==> src/rtl/sc_pkg.sv <==
// Shared constants for the match scorer and the HUD: grade encodings, default
// timing windows and points, and the streak-to-multiplier thresholds.
package sc_pkg;

  localparam logic [1:0] GRADE_BAD     = 2'd0;
  localparam logic [1:0] GRADE_OK      = 2'd1;
  localparam logic [1:0] GRADE_GOOD    = 2'd2;
  localparam logic [1:0] GRADE_PERFECT = 2'd3;

  localparam int PERFECT_WIN_DEF = 2;
  localparam int GOOD_WIN_DEF    = 5;
  localparam int OK_WIN_DEF      = 10;

  localparam int PTS_PERFECT_DEF = 100;
  localparam int PTS_GOOD_DEF    = 50;
  localparam int PTS_OK_DEF      = 20;
  localparam int PTS_W           = 8;

  localparam int unsigned MULT_T1  = 10;
  localparam int unsigned MULT_T2  = 20;
  localparam int unsigned MULT_T3  = 30;
  localparam int unsigned MULT_MAX = 4;

  // Threshold compares instead of streak/10, so no divider is inferred.
  function automatic logic [2:0] mult_for(input int unsigned s);
    if (s < MULT_T1)      return 3'd1;
    else if (s < MULT_T2) return 3'd2;
    else if (s < MULT_T3) return 3'd3;
    else                  return 3'(MULT_MAX);
  endfunction

endpackage

==> src/rtl/sc_grade_lut.sv <==
// Combinational mapping from absolute timing error to grade and base points.
module sc_grade_lut
  import sc_pkg::*;
#(
  parameter int PERFECT_WIN = PERFECT_WIN_DEF,
  parameter int GOOD_WIN    = GOOD_WIN_DEF,
  parameter int OK_WIN      = OK_WIN_DEF,
  parameter int PTS_PERFECT = PTS_PERFECT_DEF,
  parameter int PTS_GOOD    = PTS_GOOD_DEF,
  parameter int PTS_OK      = PTS_OK_DEF
) (
  input  logic [15:0]      dt_i,
  output logic [1:0]       grade_o,
  output logic [PTS_W-1:0] pts_o
);

  always_comb begin
    grade_o = GRADE_BAD;
    pts_o   = '0;
    if (dt_i <= 16'(PERFECT_WIN)) begin
      grade_o = GRADE_PERFECT;
      pts_o   = PTS_W'(PTS_PERFECT);
    end else if (dt_i <= 16'(GOOD_WIN)) begin
      grade_o = GRADE_GOOD;
      pts_o   = PTS_W'(PTS_GOOD);
    end else if (dt_i <= 16'(OK_WIN)) begin
      grade_o = GRADE_OK;
      pts_o   = PTS_W'(PTS_OK);
    end
  end

endmodule

==> src/rtl/sc_match_scorer.sv <==
// Two-stage scorer: stage 1 grades each hit, stage 2 updates score, streak,
// multiplier and miss count with saturating arithmetic.
module sc_match_scorer
  import sc_pkg::*;
#(
  parameter int PERFECT_WIN = PERFECT_WIN_DEF,
  parameter int GOOD_WIN    = GOOD_WIN_DEF,
  parameter int OK_WIN      = OK_WIN_DEF,
  parameter int PTS_PERFECT = PTS_PERFECT_DEF,
  parameter int PTS_GOOD    = PTS_GOOD_DEF,
  parameter int PTS_OK      = PTS_OK_DEF,
  parameter int SCORE_W     = 24,
  parameter int STREAK_W    = 10
) (
  input  logic                clk,
  input  logic                reset,
  input  logic                match_en,
  input  logic [15:0]         match_dt,
  input  logic                miss_en,
  output logic                grade_valid,
  output logic [1:0]          grade,
  output logic [SCORE_W-1:0]  score,
  output logic [STREAK_W-1:0] streak,
  output logic [2:0]          multiplier,
  output logic [STREAK_W-1:0] miss_count
);

  localparam int SUM_W  = SCORE_W + 1;
  localparam int PROD_W = (PTS_W + 3 > SUM_W) ? PTS_W + 3 : SUM_W;

  logic [1:0]       lut_grade;
  logic [PTS_W-1:0] lut_pts;

  logic             s1_valid_q;
  logic [1:0]       s1_grade_q;
  logic [PTS_W-1:0] s1_pts_q;
  logic             s1_miss_q;

  logic [SCORE_W-1:0]  score_q, score_d;
  logic [STREAK_W-1:0] streak_q, streak_d;
  logic [STREAK_W-1:0] miss_q, miss_d;
  logic [2:0]          mult_q, mult_d;

  logic              hit_ok, hit_bad;
  logic [1:0]        miss_inc;
  logic [PROD_W-1:0] prod_full;
  logic [SUM_W-1:0]  prod, sum;
  logic [STREAK_W:0] miss_sum;

  sc_grade_lut #(
    .PERFECT_WIN (PERFECT_WIN),
    .GOOD_WIN    (GOOD_WIN),
    .OK_WIN      (OK_WIN),
    .PTS_PERFECT (PTS_PERFECT),
    .PTS_GOOD    (PTS_GOOD),
    .PTS_OK      (PTS_OK)
  ) u_lut (
    .dt_i    (match_dt),
    .grade_o (lut_grade),
    .pts_o   (lut_pts)
  );

  always_ff @(posedge clk) begin
    if (reset) begin
      s1_valid_q <= 1'b0;
      s1_grade_q <= GRADE_BAD;
      s1_pts_q   <= '0;
      s1_miss_q  <= 1'b0;
    end else begin
      s1_valid_q <= match_en;
      s1_miss_q  <= miss_en;
      if (match_en) begin
        s1_grade_q <= lut_grade;
        s1_pts_q   <= lut_pts;
      end
    end
  end

  // A miss landing in the same cycle as a good hit still pays the hit at the
  // pre-update multiplier, but the streak is cleared afterwards.
  always_comb begin
    hit_ok    = s1_valid_q && (s1_grade_q != GRADE_BAD);
    hit_bad   = s1_valid_q && (s1_grade_q == GRADE_BAD);
    miss_inc  = 2'(hit_bad) + 2'(s1_miss_q);

    prod_full = PROD_W'(s1_pts_q) * PROD_W'(mult_q);
    if (prod_full > PROD_W'({SCORE_W{1'b1}})) prod = SUM_W'({SCORE_W{1'b1}});
    else                                     prod = SUM_W'(prod_full);
    sum = SUM_W'(score_q) + prod;

    score_d = score_q;
    if (hit_ok) score_d = sum[SCORE_W] ? {SCORE_W{1'b1}} : sum[SCORE_W-1:0];

    streak_d = streak_q;
    if (hit_ok && (streak_q != {STREAK_W{1'b1}})) streak_d = streak_q + STREAK_W'(1);
    if (hit_bad || s1_miss_q) streak_d = '0;

    miss_sum = {1'b0, miss_q} + (STREAK_W + 1)'(miss_inc);
    miss_d   = miss_sum[STREAK_W] ? {STREAK_W{1'b1}} : miss_sum[STREAK_W-1:0];

    mult_d = mult_for(32'(streak_d));
  end

  always_ff @(posedge clk) begin
    if (reset) begin
      score_q  <= '0;
      streak_q <= '0;
      miss_q   <= '0;
      mult_q   <= 3'd1;
    end else begin
      score_q  <= score_d;
      streak_q <= streak_d;
      miss_q   <= miss_d;
      mult_q   <= mult_d;
    end
  end

  assign grade_valid = s1_valid_q;
  assign grade       = s1_grade_q;
  assign score       = score_q;
  assign streak      = streak_q;
  assign multiplier  = mult_q;
  assign miss_count  = miss_q;

endmodule

==> config.mk <==
export PLATFORM = sky130hd
export DESIGN_NAME = sc_match_scorer
export DESIGN_NICKNAME = d
export VERILOG_FILES = /design/src/rtl/sc_pkg.sv /design/src/rtl/sc_grade_lut.sv /design/src/rtl/sc_match_scorer.sv
export SDC_FILE = /design/constraint.sdc
export NUM_CORES = 1
export LEC_CHECK = 0
export ABC_AREA = 1
export CORE_ASPECT_RATIO = 1.1
export CORE_MARGIN = 2
export CORE_UTILIZATION = 45
export CTS_CLUSTER_DIAMETER = 30
export DETAILED_ROUTE_END_ITERATION = 6
export GPL_ROUTABILITY_DRIVEN = 0
export PLACE_DENSITY = 0.71
export SYNTH_ARGS = -nofsm -noshare
export SYNTH_HDL_FRONTEND = slang
export SYNTH_SLANG_ARGS = --single-unit
==> constraint.sdc <==
create_clock -name clk -period 5.3 [get_ports clk]
set_input_delay 1.06 -clock clk [delete_from_list [all_inputs] [get_ports clk]]
set_output_delay 1.06 -clock clk [all_outputs]
set_load 0.03 [all_outputs]
==> summary.txt <==
Synth
  • Synth Area in Simple Gates: 32.7%
  • Cell taking the most area after synthesis: dfxtp_1
  • Top_reg_cell synth: dfxtp_1
  • Most instantiated cells after synthesis: 115 x nand2_1, 90 x inv_1, 54 x dfxtp_1
  • Top post-synthesis cells by area: dfxtp_1 30%, nand2_1 12%, inv_1 9.4%
  • Post-synth EDFFs: 0
  • FF+latch count, synth: 54
  • Mapped Avg Cell Area: 6.90 um2
  • Post-synthesis compound-gate area fraction: 11.4%
  • Top-count cell post-synth: nand2_1
  • Yosys warnings: 0
  • Synthesized area: 0.00361 mm2
  • Syn nets: 569
  • Largest family of logic cells by synthesized area: simple AND/OR/NAND/NOR gates
  • Sequential element share of the synthesized area: 29.9%
  • Xor and xnor area share after synthesis: 3.40%
  • Synth Instances: 523
  • Post-synth top area share: 29.9%
  • Mux contribution to synthesized area: 0%
  • Post-synth cell types: 41
  • Area share of fa/ha/maj cells after synthesis: 10.9%
  • Synth async-reset ratio: 0%

Cells and area
  • Nets@finish: 634
  • Final instance area: 0.00448 mm2
  • Ant. Diodes: 0
  • Core Util, Final: 57.0%
  • Layout area overhead: 24.2%
  • Layout cells sized above 1: 7.30%

Worst setup path
  • Critical Path RT: 5.51 ns
  • Crit Path Category: flip-flop to flip-flop
  • RR Startpoint: s1_pts_q[5]
  • Type of origin of the critical path: flip-flop
  • Reg2Reg Depth: 16
  • FF-to-FF setup slack: 2.07 ns
  • Crit-path max FO: 7
  • CP Capture Type: flip-flop
  • Reg2reg end: score[17]
  • Critical Path AT: 3.44 ns

Clock tree
  • Hold buffer count at cts: 0
  • Clock Path Buffers: 2
  • Cts bufs inserted: 5
  • Htree depth: 2
  • Clock Latency Late Sink: 0.31 ns
  • Post-CTS setup buffers: 0
  • Clock slew at reported path FFs: 0.10 ns
  • CTS tree: built
  • Root Buffer: clkbuf_8
  • Clk sinks: 54
  • Quantity of gates resized following cts: 0

STA
  • RSZ-0062 raised after global routing: no
  • Setup Viol. Count Final: 0
  • F_max: 310 MHz
  • Sum of negative setup slack: 0 ns
  • Hold Worst Slack: 0.457 ns
  • Slew headroom: 48.1%
  • Final Hold Vio Count: 0
  • Clock Skew: 0.00610 ns
  • Tmin final: 3.23 ns
  • Worst slew pin tran: 0.778 ns
  • Period utilization: 60.9%
  • Slew Viols, Final: 0

Floorplan
  • Die Y: 98.0 um
  • Rows: 34
  • # IOs: 70
  • Die Wd: 89.4 um
  • Full die area: 0.00876 mm2
  • Initial Utilization: 45.9%
  • Core area: 0.00787 mm2

Routing
  • Final wirelength: 8180 um
  • Drt via density: 4.91
  • DRT Pass-1 Iters: 4
  • Routed Antenna Nets: 0
  • Iter 0 DRT Violations: 93
  • Number of remaining DRC errors: 0
  • Via count: 3421
  • Wire length per cell: 11.7 um

Placed design
  • PortBufs: 69
  • Hpwl dp: 6310 um
  • DP Area: 0.00438 mm2

Min path
  • Hold path start: score[0]
  • Worst hold path type: flip-flop to flip-flop
  • WHS Endpoint: score[0]
  • Hold path depth: 2

Global route
  • First-pass GRT wire length: 14000 um
  • Initial antenna violation count: 0
  • All-Layer GR Usage: 19.5%
  • Overflow after GRT: 0
  • Largest net degree at the start of global routing: 30
  • Vias in the first global route: 3278

Pwr
  • Leakage: 2.04 nW
  • Max VDD drop: 111 uV
  • Pwr Density: 177 mW/mm2
  • Power Total: 0.792 mW

Job
  • Max Cap Viol: 0

Outcome
  • Outcome: complete, no violations
cell families (layout without fill, tap and decap cells):
kind of cell	Yosys count	in the layout
compound gates	71	71
xor+xnor	14	14
fa+ha+maj	26	26
buf+inv	106	172
flops	54	54
simple gates	252	252
cells in the final DEF, fill, tap and decap left out, types with 3 or more instances in the layout:
| master | netlist | final |
|---|---|---|
| nand2_1 | 115 | 115 |
| nor2_4 | 4 | 4 |
| o21ai_0 | 22 | 22 |
| a21oi_1 | 31 | 31 |
| xor2_1 | 10 | 10 |
| ha_1 | 17 | 17 |
| nand3_1 | 36 | 36 |
| nor4_1 | 4 | 4 |
| fa_1 | 9 | 9 |
| o221ai_1 | 6 | 6 |
| nor2_1 | 48 | 48 |
| inv_1 | 90 | 90 |
| inv_2 | 3 | 3 |
| clkdlybuf4s50_1 | 0 | 69 |
| nand2_2 | 8 | 8 |
| nor3_1 | 9 | 9 |
| dfxtp_1 | 54 | 54 |
| clkbuf_8 | 0 | 5 |
| nand3_2 | 7 | 7 |
| nor2_2 | 7 | 7 |
| xnor2_1 | 4 | 4 |
| nand4_1 | 5 | 5 |
| nand3b_1 | 4 | 4 |
critical path, stage by stage (launching register included):
cell     delay (ns)
dfxtp_1        0.47
nand2_1        0.11
fa_1           0.49
fa_1           0.52
inv_1          0.04
ha_1           0.36
nand2_1        0.11
nor3b_1        0.27
nand2_1        0.08
nand3_1        0.13
nand2_1        0.11
inv_1          0.14
nand2_1        0.06
nand2_1        0.05
nand3_1        0.06
nand2_1        0.06
inv_1          0.05
registers in the layout, indices dropped and copies added (netlist names):
name / count
grade: 1
grade_valid: 1
miss_count: 10
multiplier: 3
s1_miss_q: 1
s1_pts_q: 4
score: 24
streak: 10
worst max-delay path by stage:
stage	from	end	cells past startpoint
6_report	s1_pts_q[5]	score[17]	16
5_1_grt	multiplier[2]	score[17]	16
4_1_cts	s1_pts_q[5]	score[17]	16
3_5_place_dp	s1_pts_q[5]	score[17]	16
3_3_place_gp	s1_pts_q[5]	score[17]	16
2_1_floorplan	multiplier[2]	score[17]	16
where the power goes:
part	switching (mW)	leakage (nW)	internal [mW]
logic	0.0530	1.54	0.0392
clock network	0.140	0.0579	0.139
registers	0.00742	0.437	0.413
total	0.200	2.04	0.592
per-layer routing:
layer	up-vias	global-route usage, %	share of wire [%]
li1	1793	-	-
met1	1565	24.0	45
met2	53	33.2	51
met3	10	3.55	2.6
met4	0	7.23	1.5
met5	-	0	0
metrics by stage:
stage | std cells | setup WS, ns
finish | 697 | 2.07
detailed placement | 689 | 2.10
floorplan | 523 | 2.22
CTS | 697 | 2.05
global route | 697 | 1.77
global placement | 689 | 2.19
final cells by class:
cell class                      instances  area, um2
Timing Repair Buffer                   70        698
Clock inverter                          3       40.0
Sequential cell                        54       1080
Fill cell                             739       3390
Tap cell                              108        135
Multi-Input combinational cell        363       2110
Clock buffer                            5       68.8
Inverter                               94        353
(Power assumes the default switching activity.)
